`src/rtl/sd_block_arbiter_if.sv`:
```
// Requester-side and sd_controller-side signals of sd_block_arbiter.
// master = the arbiter's view; slave = the requesters and controller.
interface sd_block_arbiter_if;
    logic [1:0]  req_valid;
    logic [1:0]  req_wr;
    logic [63:0] req_addr;
    logic [1:0]  req_ack;
    logic [1:0]  req_done;
    logic [1:0]  req_err;
    logic [15:0] req_din;
    logic [1:0]  req_din_valid;
    logic [1:0]  req_din_taken;
    logic [15:0] req_dout;
    logic [1:0]  req_dout_avail;
    logic [1:0]  req_dout_taken;
    logic [1:0]  grant;
    logic        sd_rd;
    logic        sd_wr;
    logic [31:0] sd_addr;
    logic        sd_busy;
    logic        sd_error;
    logic [7:0]  sd_din;
    logic        sd_din_valid;
    logic        sd_din_taken;
    logic [7:0]  sd_dout;
    logic        sd_dout_avail;
    logic        sd_dout_taken;

    modport master (
        input  req_valid, req_wr, req_addr, req_din, req_din_valid, req_dout_taken,
               sd_busy, sd_error, sd_din_taken, sd_dout, sd_dout_avail,
        output req_ack, req_done, req_err, req_din_taken, req_dout, req_dout_avail,
               grant, sd_rd, sd_wr, sd_addr, sd_din, sd_din_valid, sd_dout_taken
    );

    modport slave (
        output req_valid, req_wr, req_addr, req_din, req_din_valid, req_dout_taken,
               sd_busy, sd_error, sd_din_taken, sd_dout, sd_dout_avail,
        input  req_ack, req_done, req_err, req_din_taken, req_dout, req_dout_avail,
               grant, sd_rd, sd_wr, sd_addr, sd_din, sd_din_valid, sd_dout_taken
    );
endinterface

```
`src/rtl/sd_block_arbiter.sv`:
```
// Two-requester block arbiter in front of sd_controller; one whole block per grant.
// States: IDLE arbitrate | START issue sd_rd/sd_wr | XFER route bytes | FINISH wait !sd_busy, report
module sd_block_arbiter #(
    parameter int          BLOCK_SIZE = 512,
    parameter logic [23:0] TIMEOUT    = 24'hFFFFFF,
    parameter bit          FIXED_PRIO = 1'b0
) (
    input logic                clk,
    input logic                rst,
    sd_block_arbiter_if.master bus
);
    localparam int CNT_W = $clog2(BLOCK_SIZE) + 1;
    localparam logic [CNT_W-1:0] LAST_BYTE = CNT_W'(BLOCK_SIZE - 1);

    typedef enum logic [1:0] {IDLE, START, XFER, FINISH} state_t;
    state_t state, state_nxt;

    logic             owner, rr_last, wr_q, err_flag, avail_d, taken_d;
    logic [31:0]      addr_q;
    logic [CNT_W-1:0] count;
    logic [23:0]      tmo;
    logic             winner, hs_edge, byte_evt, timed_out, abort, grant_en, done_en;

    // Round-robin tie goes to whoever was not served last; otherwise the sole requester wins.
    always_comb begin
        if (FIXED_PRIO || bus.req_valid != 2'b11) winner = !bus.req_valid[0];
        else                                      winner = !rr_last;
    end

    assign hs_edge   = (bus.sd_dout_avail != avail_d) || (bus.sd_din_taken != taken_d);
    assign byte_evt  = (state == XFER) &&
                       (wr_q ? (bus.sd_din_taken && !taken_d) : (avail_d && !bus.sd_dout_avail));
    assign timed_out = (TIMEOUT != 24'd0) && (state == XFER) && (tmo == 24'd0) && !hs_edge;
    assign abort     = ((state == START) || (state == XFER)) && (bus.sd_error || timed_out);
    assign grant_en  = (state == IDLE) && (bus.req_valid != 2'b00) && !bus.sd_busy;
    assign done_en   = (state == FINISH) && !bus.sd_busy;

    always_ff @(posedge clk or posedge rst) begin
        if (rst) state <= IDLE;
        else     state <= state_nxt;
    end

    always_comb begin
        state_nxt = state;
        case (state)
            IDLE:    if (grant_en) state_nxt = START;
            START:   state_nxt = abort ? FINISH : XFER;
            XFER:    if (abort || (byte_evt && count == LAST_BYTE)) state_nxt = FINISH;
            FINISH:  if (!bus.sd_busy) state_nxt = IDLE;
            default: state_nxt = IDLE;
        endcase
    end

    always_ff @(posedge clk or posedge rst) begin
        if (rst) begin
            owner    <= 1'b0;
            rr_last  <= 1'b1;
            wr_q     <= 1'b0;
            addr_q   <= '0;
            count    <= '0;
            err_flag <= 1'b0;
            tmo      <= '0;
            avail_d  <= 1'b0;
            taken_d  <= 1'b0;
        end else begin
            avail_d <= bus.sd_dout_avail;
            taken_d <= bus.sd_din_taken;
            if (grant_en) begin
                owner  <= winner;
                wr_q   <= bus.req_wr[winner];
                addr_q <= winner ? bus.req_addr[63:32] : bus.req_addr[31:0];
            end
            // Inactivity timer reloads on every controller-side handshake edge.
            if (state == START || (state == XFER && hs_edge)) tmo <= TIMEOUT - 24'd1;
            else if (state == XFER && tmo != 24'd0)           tmo <= tmo - 24'd1;
            if (byte_evt) count <= count + 1'b1;
            if (abort) err_flag <= 1'b1;
            if (done_en) begin
                count    <= '0;
                err_flag <= 1'b0;
                rr_last  <= owner;
            end
        end
    end

    always_comb begin
        bus.req_ack        = '0;
        bus.req_done       = '0;
        bus.req_err        = '0;
        bus.grant          = '0;
        bus.req_din_taken  = '0;
        bus.req_dout       = '0;
        bus.req_dout_avail = '0;
        bus.sd_rd          = 1'b0;
        bus.sd_wr          = 1'b0;
        bus.sd_din         = '0;
        bus.sd_din_valid   = 1'b0;
        bus.sd_dout_taken  = 1'b0;
        bus.sd_addr        = addr_q;
        if (grant_en) bus.req_ack[winner] = 1'b1;
        if (state != IDLE) bus.grant[owner] = 1'b1;
        if (state == START || state == XFER) begin
            bus.sd_rd = !wr_q;
            bus.sd_wr = wr_q;
        end
        if (state == XFER) begin
            bus.sd_din                = owner ? bus.req_din[15:8] : bus.req_din[7:0];
            bus.sd_din_valid          = bus.req_din_valid[owner];
            bus.sd_dout_taken         = bus.req_dout_taken[owner];
            bus.req_din_taken[owner]  = bus.sd_din_taken;
            bus.req_dout_avail[owner] = bus.sd_dout_avail;
            if (owner) bus.req_dout[15:8] = bus.sd_dout;
            else       bus.req_dout[7:0]  = bus.sd_dout;
        end
        if (done_en) begin
            bus.req_done[owner] = 1'b1;
            bus.req_err[owner]  = err_flag;
        end
    end
endmodule
```
`src/flat_wrapper.sv`:
```
// flat-port wrapper written by rule: the top's interface ports become plain ports
module sd_block_arbiter_flat 
#(
    parameter int          BLOCK_SIZE = 512,
    parameter logic [23:0] TIMEOUT    = 24'hFFFFFF,
    parameter bit          FIXED_PRIO = 1'b0
)
  (clk, rst, bus_req_valid, bus_req_wr, bus_req_addr, bus_req_din, bus_req_din_valid, bus_req_dout_taken, bus_sd_busy, bus_sd_error, bus_sd_din_taken, bus_sd_dout, bus_sd_dout_avail, bus_req_ack, bus_req_done, bus_req_err, bus_req_din_taken, bus_req_dout, bus_req_dout_avail, bus_grant, bus_sd_rd, bus_sd_wr, bus_sd_addr, bus_sd_din, bus_sd_din_valid, bus_sd_dout_taken);
  sd_block_arbiter_if bus_i ();
  input logic clk;
  input logic rst;
  input wire logic [$bits(bus_i.req_valid)-1:0] bus_req_valid;
  input wire logic [$bits(bus_i.req_wr)-1:0] bus_req_wr;
  input wire logic [$bits(bus_i.req_addr)-1:0] bus_req_addr;
  input wire logic [$bits(bus_i.req_din)-1:0] bus_req_din;
  input wire logic [$bits(bus_i.req_din_valid)-1:0] bus_req_din_valid;
  input wire logic [$bits(bus_i.req_dout_taken)-1:0] bus_req_dout_taken;
  input wire logic [$bits(bus_i.sd_busy)-1:0] bus_sd_busy;
  input wire logic [$bits(bus_i.sd_error)-1:0] bus_sd_error;
  input wire logic [$bits(bus_i.sd_din_taken)-1:0] bus_sd_din_taken;
  input wire logic [$bits(bus_i.sd_dout)-1:0] bus_sd_dout;
  input wire logic [$bits(bus_i.sd_dout_avail)-1:0] bus_sd_dout_avail;
  output wire logic [$bits(bus_i.req_ack)-1:0] bus_req_ack;
  output wire logic [$bits(bus_i.req_done)-1:0] bus_req_done;
  output wire logic [$bits(bus_i.req_err)-1:0] bus_req_err;
  output wire logic [$bits(bus_i.req_din_taken)-1:0] bus_req_din_taken;
  output wire logic [$bits(bus_i.req_dout)-1:0] bus_req_dout;
  output wire logic [$bits(bus_i.req_dout_avail)-1:0] bus_req_dout_avail;
  output wire logic [$bits(bus_i.grant)-1:0] bus_grant;
  output wire logic [$bits(bus_i.sd_rd)-1:0] bus_sd_rd;
  output wire logic [$bits(bus_i.sd_wr)-1:0] bus_sd_wr;
  output wire logic [$bits(bus_i.sd_addr)-1:0] bus_sd_addr;
  output wire logic [$bits(bus_i.sd_din)-1:0] bus_sd_din;
  output wire logic [$bits(bus_i.sd_din_valid)-1:0] bus_sd_din_valid;
  output wire logic [$bits(bus_i.sd_dout_taken)-1:0] bus_sd_dout_taken;
  assign bus_i.req_valid = bus_req_valid;
  assign bus_i.req_wr = bus_req_wr;
  assign bus_i.req_addr = bus_req_addr;
  assign bus_i.req_din = bus_req_din;
  assign bus_i.req_din_valid = bus_req_din_valid;
  assign bus_i.req_dout_taken = bus_req_dout_taken;
  assign bus_i.sd_busy = bus_sd_busy;
  assign bus_i.sd_error = bus_sd_error;
  assign bus_i.sd_din_taken = bus_sd_din_taken;
  assign bus_i.sd_dout = bus_sd_dout;
  assign bus_i.sd_dout_avail = bus_sd_dout_avail;
  assign bus_req_ack = bus_i.req_ack;
  assign bus_req_done = bus_i.req_done;
  assign bus_req_err = bus_i.req_err;
  assign bus_req_din_taken = bus_i.req_din_taken;
  assign bus_req_dout = bus_i.req_dout;
  assign bus_req_dout_avail = bus_i.req_dout_avail;
  assign bus_grant = bus_i.grant;
  assign bus_sd_rd = bus_i.sd_rd;
  assign bus_sd_wr = bus_i.sd_wr;
  assign bus_sd_addr = bus_i.sd_addr;
  assign bus_sd_din = bus_i.sd_din;
  assign bus_sd_din_valid = bus_i.sd_din_valid;
  assign bus_sd_dout_taken = bus_i.sd_dout_taken;
  sd_block_arbiter #(.BLOCK_SIZE(BLOCK_SIZE), .TIMEOUT(TIMEOUT), .FIXED_PRIO(FIXED_PRIO)) u_core (.clk(clk), .rst(rst), .bus(bus_i));
endmodule
```
`config.mk`:
```
export PLATFORM = sky130hd
export DESIGN_NAME = sd_block_arbiter_flat
export DESIGN_NICKNAME = d
export VERILOG_FILES = /design/src/rtl/sd_block_arbiter_if.sv /design/src/rtl/sd_block_arbiter.sv /design/src/flat_wrapper.sv
export SDC_FILE = /design/constraint.sdc
export NUM_CORES = 1
export LEC_CHECK = 0
export BUFFER_PORTS_ARGS = -buffer_cell sky130_fd_sc_hd__buf_2
export CAP_MARGIN = 10
export CORE_MARGIN = 1.5
export CORE_UTILIZATION = 52
export CTS_CLUSTER_SIZE = 40
export DETAILED_ROUTE_END_ITERATION = 16
export PLACE_DENSITY_LB_ADDON = 0.12
export SKIP_CTS_REPAIR_TIMING = 1
export SYNTH_ARGS = -nofsm -noshare
export SYNTH_HDL_FRONTEND = slang
export SYNTH_SLANG_ARGS = --single-unit
```
`constraint.sdc`:
```
create_clock -name clk -period 3.21 [get_ports clk]
set_clock_uncertainty 0.15 [all_clocks]
set_input_delay 0 -clock clk [delete_from_list [all_inputs] [get_ports clk]]
set_output_delay 0 -clock clk [all_outputs]
set_load 0.05 [all_outputs]
```
==> flow_metrics.tcl <==
set metrics [dict create \
    synthesis.area_um2 3975 \
    grt_max_degree 38 \
    rsz0062_at_grt "false" \
    fin_setup_tns_ns 0 \
    arrival_ns 3.15 \
    synth_top_area_share_pct 45.96 \
    worstMarginPinSlew_ns 0.9960 \
    ys_types 48 \
    area_growth_pct 47.53 \
    worstPathRequired_ns 3.29 \
    avgSynthCellArea_um2 10.17 \
    min_path_cells 4 \
    vias 4204 \
    finalWeightedCongestion 0.8007 \
    layout-drive-gt1-share_pct 34.01 \
    first_iter_violations 476 \
    first_pass_iters 9 \
    synth_edf_count 0 \
    ff2ff_path_depth 8 \
    power_leakage_nw 2.916 \
    cts.sinks 74 \
    cts_buffers 9 \
    ys_ff_latch 74 \
    drv_slew 0 \
    synth.area.top_cells "dfrtp_1 (46%), a222oi_1 (8.3%), inv_1 (4.1%)" \
    fin_total_pwr_mw 5.329 \
    syn-num-nets 502 \
    synth_warnings 0 \
    die_height_um 90.43 \
    routed_wl_um 13370 \
    reg2reg_from "u_core.state[0]$_DFFE_PP0P_" \
    wl_per_cell_um 18.14 \
    critPathKind "flop to flop" \
    start_util_pct 54.22 \
    critPathMaxFanout 36 \
    relSlewSlack_pct 33.60 \
    synth-async-reset-ratio_pct 100.0 \
    grt_use_total_pct 25.52 \
    power.density_nw_per_um2 908.7 \
    ctsRootBufferMaster "clkbuf_8" \
    dp_hpwl_um 7430 \
    drv_cap 0 \
    nFillCells 443 \
    start_kind "flop" \
    hold_path_startpoint "bus_sd_error" \
    clk_path_buf_depth 2 \
    hold_viol_final 0 \
    synth_top_area_cell "dfrtp_1" \
    seq_area_frac_synth_pct 46.62 \
    die_area_um2 8178 \
    rrSetupSlack_ns 0.15 \
    fp.coreArea_um2 7331 \
    end_kind "flop" \
    worstReg2RegEnd "u_core.bus.sd_addr[29]$_DFFE_PP0P_" \
    grt_overflow_total 0 \
    drtAntennaViolNets 0 \
    hold_class "input port to flop" \
    io_buffers 173 \
    diodes 0 \
    placementRows 31 \
    synth_cells 391 \
    cts_tree "done" \
    die_w_um 90.43 \
    yosysMostFrequentCell "dfrtp_1" \
    grt_pass1_wl_um 16620 \
    grt_pass1_vias 3544 \
    maxClockFrequency_mhz 326.4 \
    whs_endpoint "u_core.state[1]$_DFFE_PP0P_" \
    setup_viol 0 \
    ios 174 \
    post-route-period-util_pct 95.44 \
    nets 745 \
    insertion_delay_ns 0.35 \
    clk_pin_slew_ns 0.08 \
    synthTopCellsByCount "dfrtp_1 (73), inv_1 (43), a222oi_1 (33)" \
    cts_max_level 3 \
    status "finished clean" \
    vias_per_cell 5.704 \
    drc_errors 0 \
    ys.flop_type "dfrtp_1" \
    vdd_drop_max_mv 0.7476 \
    period_needed_ns 3.064 \
    antenna_found_initial 0 \
]
kinds of logic after synthesis:
| logic type | Yosys count | share of synthesized area, % |
|---|---|---|
| adder cells (fa/ha/maj) | 9 | 2.833 |
| AO/OA/AOI/OAI | 65 | 14.07 |
| buffers and inverters | 63 | 6.138 |
| flip-flops | 74 | 46.62 |
| AND/OR/NAND/NOR | 146 | 22.44 |
| XOR/XNOR | 22 | 4.847 |
| multiplexers | 12 | 3.053 |
through the flow:
step / worst slack (ns) / util (%) / cell area, µm² / hold slack, ns / cells
after floorplan: 0.9889 / - / 3975 / -0.1186 / 391
after global placement: 0.9603 / 67.54 / 4951 / -0.3005 / 651
after detailed placement: 0.7944 / 67.54 / 4951 / -0.3001 / 651
after CTS: 0.5472 / 70.30 / 5154 / -0.6888 / 666
after global routing: 0.1310 / 80.00 / 5864 / 0.04259 / 737
final: 0.1464 / 80.00 / 5864 / 0.02054 / 737
state kept, by name (all words and copies together) (netlist names):
| name | count |
|---|---|
| u_core.rr_last | 1 |
| u_core.count | 10 |
| u_core.state | 2 |
| u_core.wr_q | 1 |
| u_core.err_flag | 1 |
| u_core.owner | 1 |
| u_core.taken_d | 1 |
| u_core.bus.sd_addr | 32 |
| u_core.avail_d | 1 |
| u_core.tmo | 24 |
critical path, cell delays in order (launching register included):
cell	delay, ns
dfrtp_1	0.43
inv_1	0.13
ha_1	0.34
nand2b_1	0.14
o21bai_2	0.22
buf_4	0.26
a222oi_1	0.56
dlygate4sd3_1	0.66
inv_1	0.06
worst max path at each step:
| stage | start | endpoint | slack (ns) | cells past startpoint |
|---|---|---|---|---|
| 6_report | u_core.state[0]$_DFFE_PP0P_ | u_core.bus.sd_addr[29]$_DFFE_PP0P_ | 0.15 | 8 |
| 5_1_grt | u_core.state[1]$_DFFE_PP0P_ | u_core.bus.sd_addr[29]$_DFFE_PP0P_ | 0.13 | 8 |
| 4_1_cts | u_core.state[0]$_DFFE_PP0P_ | bus_req_dout[6] | 0.55 | 6 |
| 3_5_place_dp | u_core.state[0]$_DFFE_PP0P_ | u_core.state[0]$_DFFE_PP0P_ | 0.79 | 8 |
| 3_3_place_gp | u_core.state[0]$_DFFE_PP0P_ | u_core.count[9]$_DFFE_PP0P_ | 0.96 | 7 |
| 2_1_floorplan | u_core.owner$_DFFE_PP0P_ | bus_req_err[0] | 0.99 | 4 |
power by group:
group / switching, mW / internal (mW) / leakage, nW / total (mW)
Clock: 0.356 / 0.398 / 0.101 / 0.754
Combinational: 2.05 / 1.06 / 1.97 / 3.12
Sequential: 0.267 / 1.19 / 0.848 / 1.46
final cells by class:
cell class	count	area, µm²	share of cell area [%]
clock buffer	11	151.4	2.582
timing repair buffer	252	1637	27.91
clock inverter	4	51.30	0.8748
inverter	43	161.4	2.752
tap	99	123.9	2.112
multi-input combinational	254	1887	32.17
sequential	74	1853	31.60
routing by layer:
metal	part of all wire, %	vias up	GRT usage [%]
li1	-	1880	-
met3	9.8	35	8.333
met5	0	-	0
met1	38	1969	30.79
met2	49	320	42.99
met4	3.2	0	8.466
cell usage in the layout (no fill, tap or decap), types with 2 or more instances in the layout:
master | synthesis | layout
nand2_1 | 27 | 27
xnor2_1 | 17 | 17
inv_1 | 43 | 42
a21o_1 | 2 | 2
nor2_1 | 18 | 17
a21oi_1 | 10 | 10
buf_2 | 3 | 173
nor4_4 | 2 | 2
nor3_1 | 7 | 7
and3_1 | 18 | 18
xor2_1 | 5 | 5
dlygate4sd3_1 | 0 | 71
and4_1 | 2 | 2
nand3_1 | 10 | 10
nor2b_1 | 17 | 16
mux2i_1 | 11 | 11
nor3_2 | 2 | 2
or3_1 | 7 | 7
dfrtp_1 | 73 | 73
nand3b_1 | 2 | 2
buf_4 | 1 | 8
a222oi_1 | 33 | 33
and4b_4 | 2 | 2
o31ai_1 | 2 | 2
o21ai_0 | 10 | 10
and2_1 | 16 | 16
nor4_1 | 3 | 3
clkbuf_8 | 0 | 11
nand4_4 | 2 | 2
nand2b_1 | 2 | 2
nor3b_1 | 2 | 2
o21bai_2 | 1 | 2
ha_1 | 9 | 9
No activity file was read; power rests on OpenSTA's default activity.
